--- config.mk ---
export PLATFORM = sky130hd
export DESIGN_NAME = load_align_unit
export DESIGN_NICKNAME = d
export VERILOG_FILES = /design/src/rtl/load_align_unit.sv
export SDC_FILE = /design/constraint.sdc
export NUM_CORES = 1
export LEC_CHECK = 0
export ABC_CLOCK_PERIOD_IN_PS = 4190
export BUFFER_PORTS_ARGS = -buffer_cell sky130_fd_sc_hd__buf_2
export CORE_MARGIN = 1
export CORE_UTILIZATION = 45
export DETAILED_ROUTE_END_ITERATION = 16
export PLACE_DENSITY = 0.78
export SYNTH_ARGS = -nofsm -noshare
export SYNTH_HDL_FRONTEND = slang
export SYNTH_SLANG_ARGS = --single-unit
--- constraint.sdc ---
create_clock -name clk -period 4.19 [get_ports clk]
set_clock_uncertainty 0.15 [all_clocks]
set_input_delay 0.838 -clock clk [delete_from_list [all_inputs] [get_ports clk]]
set_output_delay 0.838 -clock clk [all_outputs]
set_load 0.005 [all_outputs]
--- src/rtl/load_align_unit.sv ---
// Load alignment unit: issues one or two word-aligned reads per load, then
// extracts, shifts and sign/zero-extends the addressed bytes for writeback.
module load_align_unit #(
   parameter int XLEN        = 32,
   parameter bit MISALIGN_EN = 1'b1
) (
   input  logic            clk,
   input  logic            rst_n,
   input  logic            req_valid,
   output logic            req_ready,
   input  logic [2:0]      req_fn3,
   input  logic [XLEN-1:0] req_addr,
   input  logic [4:0]      req_rd,
   output logic            mem_req_valid,
   input  logic            mem_req_ready,
   output logic [XLEN-1:0] mem_req_addr,
   input  logic            mem_rsp_valid,
   input  logic [XLEN-1:0] mem_rsp_data,
   output logic            rsp_valid,
   input  logic            rsp_ready,
   output logic [XLEN-1:0] rsp_data,
   output logic [4:0]      rsp_rd,
   output logic            rsp_err
);

   localparam int WB   = XLEN / 8;
   localparam int OFFW = $clog2(WB);

   localparam logic [2:0] IDLE   = 3'd0;
   localparam logic [2:0] ISSUE0 = 3'd1;
   localparam logic [2:0] WAIT0  = 3'd2;
   localparam logic [2:0] ISSUE1 = 3'd3;
   localparam logic [2:0] WAIT1  = 3'd4;
   localparam logic [2:0] RESP   = 3'd5;

   function automatic logic [3:0] size_f(input logic [1:0] sz);
      case (sz)
         2'b00:   size_f = 4'd1;
         2'b01:   size_f = 4'd2;
         2'b10:   size_f = 4'd4;
         default: size_f = 4'd8;
      endcase
   endfunction

   function automatic logic legal_f(input logic [2:0] fn3);
      if (fn3 == 3'b111) begin
         legal_f = 1'b0;
      end else if ((XLEN == 32) && ((fn3 == 3'b011) || (fn3 == 3'b110))) begin
         legal_f = 1'b0;
      end else begin
         legal_f = 1'b1;
      end
   endfunction

   // Shift the two-word window down by the byte offset, keep the field, extend from its top bit.
   function automatic logic [XLEN-1:0] extract_f(input logic [2:0]      fn3,
                                                 input logic [OFFW-1:0] off,
                                                 input logic [XLEN-1:0] w0,
                                                 input logic [XLEN-1:0] w1);
      logic [6:0]      sh_s;
      logic [6:0]      nbits_s;
      logic [XLEN-1:0] low_s;
      logic [XLEN-1:0] mask_s;
      logic            sign_s;
      sh_s      = 7'({off, 3'b000});
      low_s     = (w0 >> sh_s) | (w1 << (7'(XLEN) - sh_s));
      nbits_s   = {size_f(fn3[1:0]), 3'b000};
      mask_s    = ~({XLEN{1'b1}} << nbits_s);
      sign_s    = (|(low_s & (mask_s ^ (mask_s >> 1)))) & ~fn3[2];
      extract_f = (low_s & mask_s) | (sign_s ? ~mask_s : {XLEN{1'b0}});
   endfunction

   logic [OFFW-1:0] off_s;
   logic [XLEN-1:0] base_s;
   logic [4:0]      end_s;
   logic            cross_s;
   logic            reject_s;

   assign off_s    = req_addr[OFFW-1:0];
   assign base_s   = {req_addr[XLEN-1:OFFW], {OFFW{1'b0}}};
   assign end_s    = 5'(off_s) + 5'(size_f(req_fn3[1:0]));
   assign cross_s  = end_s > 5'(WB);
   assign reject_s = !legal_f(req_fn3) || (cross_s && !MISALIGN_EN);

   logic [2:0]      state_r;
   logic [2:0]      fn3_r;
   logic [OFFW-1:0] off_r;
   logic [XLEN-1:0] base_r;
   logic [4:0]      rd_r;
   logic            cross_r;
   logic [XLEN-1:0] word0_r;
   logic            req_ready_r;
   logic            mem_req_valid_r;
   logic [XLEN-1:0] mem_req_addr_r;
   logic            rsp_valid_r;
   logic [XLEN-1:0] rsp_data_r;
   logic [4:0]      rsp_rd_r;
   logic            rsp_err_r;

   // Transaction sequencer; all outputs are registered and change only on state transitions.
   always_ff @(posedge clk or negedge rst_n) begin
      if (!rst_n) begin
         state_r         <= IDLE;
         fn3_r           <= 3'b000;
         off_r           <= {OFFW{1'b0}};
         base_r          <= {XLEN{1'b0}};
         rd_r            <= 5'd0;
         cross_r         <= 1'b0;
         word0_r         <= {XLEN{1'b0}};
         req_ready_r     <= 1'b1;
         mem_req_valid_r <= 1'b0;
         mem_req_addr_r  <= {XLEN{1'b0}};
         rsp_valid_r     <= 1'b0;
         rsp_data_r      <= {XLEN{1'b0}};
         rsp_rd_r        <= 5'd0;
         rsp_err_r       <= 1'b0;
      end else begin
         case (state_r)
            IDLE: begin
               if (req_valid) begin
                  fn3_r       <= req_fn3;
                  off_r       <= off_s;
                  base_r      <= base_s;
                  rd_r        <= req_rd;
                  cross_r     <= cross_s;
                  req_ready_r <= 1'b0;
                  if (reject_s) begin
                     state_r     <= RESP;
                     rsp_valid_r <= 1'b1;
                     rsp_err_r   <= 1'b1;
                     rsp_data_r  <= {XLEN{1'b0}};
                     rsp_rd_r    <= req_rd;
                  end else begin
                     state_r         <= ISSUE0;
                     mem_req_valid_r <= 1'b1;
                     mem_req_addr_r  <= base_s;
                  end
               end
            end
            ISSUE0: begin
               if (mem_req_ready) begin
                  mem_req_valid_r <= 1'b0;
                  state_r         <= WAIT0;
               end
            end
            WAIT0: begin
               if (mem_rsp_valid) begin
                  word0_r <= mem_rsp_data;
                  if (cross_r) begin
                     state_r         <= ISSUE1;
                     mem_req_valid_r <= 1'b1;
                     mem_req_addr_r  <= base_r + XLEN'(WB);
                  end else begin
                     state_r     <= RESP;
                     rsp_valid_r <= 1'b1;
                     rsp_err_r   <= 1'b0;
                     rsp_data_r  <= extract_f(fn3_r, off_r, mem_rsp_data, {XLEN{1'b0}});
                     rsp_rd_r    <= rd_r;
                  end
               end
            end
            ISSUE1: begin
               if (mem_req_ready) begin
                  mem_req_valid_r <= 1'b0;
                  state_r         <= WAIT1;
               end
            end
            WAIT1: begin
               if (mem_rsp_valid) begin
                  state_r     <= RESP;
                  rsp_valid_r <= 1'b1;
                  rsp_err_r   <= 1'b0;
                  rsp_data_r  <= extract_f(fn3_r, off_r, word0_r, mem_rsp_data);
                  rsp_rd_r    <= rd_r;
               end
            end
            RESP: begin
               if (rsp_ready) begin
                  rsp_valid_r <= 1'b0;
                  req_ready_r <= 1'b1;
                  state_r     <= IDLE;
               end
            end
            default: begin
               state_r         <= IDLE;
               req_ready_r     <= 1'b1;
               mem_req_valid_r <= 1'b0;
               rsp_valid_r     <= 1'b0;
            end
         endcase
      end
   end

   assign req_ready     = req_ready_r;
   assign mem_req_valid = mem_req_valid_r;
   assign mem_req_addr  = mem_req_addr_r;
   assign rsp_valid     = rsp_valid_r;
   assign rsp_data      = rsp_data_r;
   assign rsp_rd        = rsp_rd_r;
   assign rsp_err       = rsp_err_r;

endmodule

==> flow_metrics.tcl <==
set metrics [dict create \
    die_w_um 141 \
    drt-pass1-iter-count 5 \
    syn_area_um2 8740 \
    setup_viol 0 \
    h-tree-depth 4 \
    pre_cts_slack_ps 725 \
    seq_area_frac_synth_pct 42.1 \
    p_leak_nw 4.43 \
    place_inst 1256 \
    fp.coreArea_um2 18900 \
    hold_buffers 0 \
    grt_pass1_wl_mm 39.8 \
    die_area_um2 20000 \
    synth_top_area_cell "dfrtp_1" \
    cp_max_fo 57 \
    critical_path_required_ps 4310 \
    fin_nets 1099 \
    synth_ff_type "dfrtp_1" \
    ys_ff_latch 147 \
    status "finished clean" \
    ant_nets 0 \
    cp.arrival_ps 3520 \
    syn_avg_cell_area_um2 9.70 \
    netlist_top_cells_area "dfrtp_1 (42%), mux2_2 (9.1%), mux2i_1 (7.7%)" \
    ys_warn_count 0 \
    final_util_pct 54.1 \
    routedWlPerCell_um 19.3 \
    routed_wl_mm 24.9 \
    clk_pin_slew_ps 70 \
    min_period_ps 3400 \
    drc_errors 0 \
    yosysTopAreaCellShare_pct 41.8 \
    grt_max_degree 102 \
    rsz0062_at_grt "no" \
    final_cell_mix "buf_2 (147), dfrtp_1 (144), nor2_1 (85)" \
    min_path_type "reg -> reg" \
    final_cells 1291 \
    globalRouteOverflowTotal 0 \
    tns_ps 0 \
    cp-end-kind "register" \
    clkLatencyLatePin_ps 430 \
    drt_iter0_markers 613 \
    ys_types 72 \
    hold_violations 0 \
    start_util_pct 46.3 \
    cts_root_buffer "clkbuf_16" \
    synth_edf_count 0 \
    drive_gt1_share_pct 28.9 \
    drv_cap 0 \
    dr_total_vias 7745 \
    routabilityCongestion 0.913 \
    hpwl_mm 16.9 \
    via_per_inst 6.00 \
    powerDensity_nw_per_um2 823 \
    ys_async_sr_fraction_pct 100 \
    numCtsBuffers 17 \
    start_kind "register" \
    grt_pass1_vias 7594 \
    antenna_found_initial 2 \
    chipHeight_um 141 \
    clock.fmax_mhz 294 \
    tightest_slew_ps 1120 \
    use_met2_pct 40.3 \
    globalRoute.busiestLayer "met2" \
    synthCells 901 \
    relSlewSlack_pct 24.8 \
    post_cts_buffers 0 \
    portBuffers 148 \
    grtUsageTotal_pct 25.4 \
    min_period_over_period_pct 81.3 \
    cts_tree "yes" \
    rows 50 \
    path_class "reg -> reg" \
    met1_usage_pct 33.2 \
    irDropWorstVdd_mv 0.421 \
    slew_viol_final 0 \
    setup_slack_ps 785 \
    met3_usage_pct 6.11 \
    clkSinkCount 147 \
    cts-resized-gates 0 \
    clock_path_buffers 2 \
    final_common_cell "buf_2" \
    io_pins 151 \
    syn_to_final_growth_pct 17.0 \
    power_mw 8.42 \
]
[layout make-up]
cell class                      count  area, um2
Tap cell                          260        325
Fill cell                        1711       8660
Multi-Input combinational cell    671       4680
Antenna cell                        3       7.51
Sequential cell                   147       3680
Clock inverter                     15        193
Clock buffer                       17        425
Timing Repair Buffer              162        852
Inverter                           16       60.1
[registers in the layout, summed over array words and instances (netlist names)]
signal / flops
cross_r: 1
rd_r: 5
base_r: 30
rsp_valid: 1
req_ready: 1
off_r: 2
state_r: 3
mem_req_addr: 30
rsp_err: 1
mem_req_valid: 1
word0_r: 32
rsp_data: 32
rsp_rd: 5
fn3_r: 3
[logic make-up after synthesis]
logic type                 after synthesis  share of synthesized area [%]
buffers and inverters                   84                           4.37
xor gates and xnor gates                26                           2.61
muxes                                  144                           17.8
and+or+nand+nor                        243                           13.1
DFF                                    147                           42.1
adders and majority gates                6                          0.945
other                                    1                         0.0429
AOI/OAI and AO/OA                      250                           19.0
[layer usage]
metal	wire (um)	share of wire, %
met1	10400	42
met2	11600	47
met3	2120	8.5
met4	847	3.4
met5	0	0
[Yosys cell counts (all sizes together) (10+ instances only)]
cell	n
dfrtp	146
nor2	86
mux2	75
o21ai	71
nand2	70
mux2i	67
a21oi	52
buf	40
clkbuf	28
o22ai	25
a211oi	24
nor3	21
xor2	20
nand3	17
inv	16
nand4	12
a21boi	11
o31ai	10
[where the power goes]
| group | leakage, nW | internal, mW | switching (mW) |
|---|---|---|---|
| combinational | 2.38 | 1.77 | 2.23 |
| sequential | 1.75 | 2.13 | 0.673 |
| clock | 0.304 | 0.909 | 0.700 |
[critical path, stage by stage (launching register included)]
cell and delay [ps]:
dfrtp_1 740, nor4bb_1 550, a221o_2 920, o41ai_4 480, a21oi_2 270, o22ai_2 110
[through the flow]
stage	cell area [um2]	hold WS (ps)
2_1_floorplan	8740	304
3_3_place_gp	9600	308
3_5_place_dp	9600	315
4_1_cts	10200	334
5_1_grt	10200	367
6_report	10200	327
[final timing paths]
| kind | start | endpoint | slack [ps] | cells after the start |
|---|---|---|---|---|
| min in group asynchronous | rst_n | word0_r[18]$_DFFE_PN0P_ | 350 | 1 |
| worst min register to register | mem_req_addr[2]$_DFFE_PN0P_ | mem_req_addr[2]$_DFFE_PN0P_ | 330 | 2 |
| worst max-delay path | state_r[2]$_DFFE_PN0P_ | rsp_data[30]$_DFFE_PN0P_ | 790 | 5 |
| max in group asynchronous | rst_n | req_ready$_DFFE_PN1P_ | 2530 | 2 |
| worst max register to register | state_r[2]$_DFFE_PN0P_ | rsp_data[30]$_DFFE_PN0P_ | 790 | 5 |
| worst min-delay path | mem_req_addr[2]$_DFFE_PN0P_ | mem_req_addr[2]$_DFFE_PN0P_ | 330 | 2 |
Note: power is estimated with default switching activity, not from simulation.
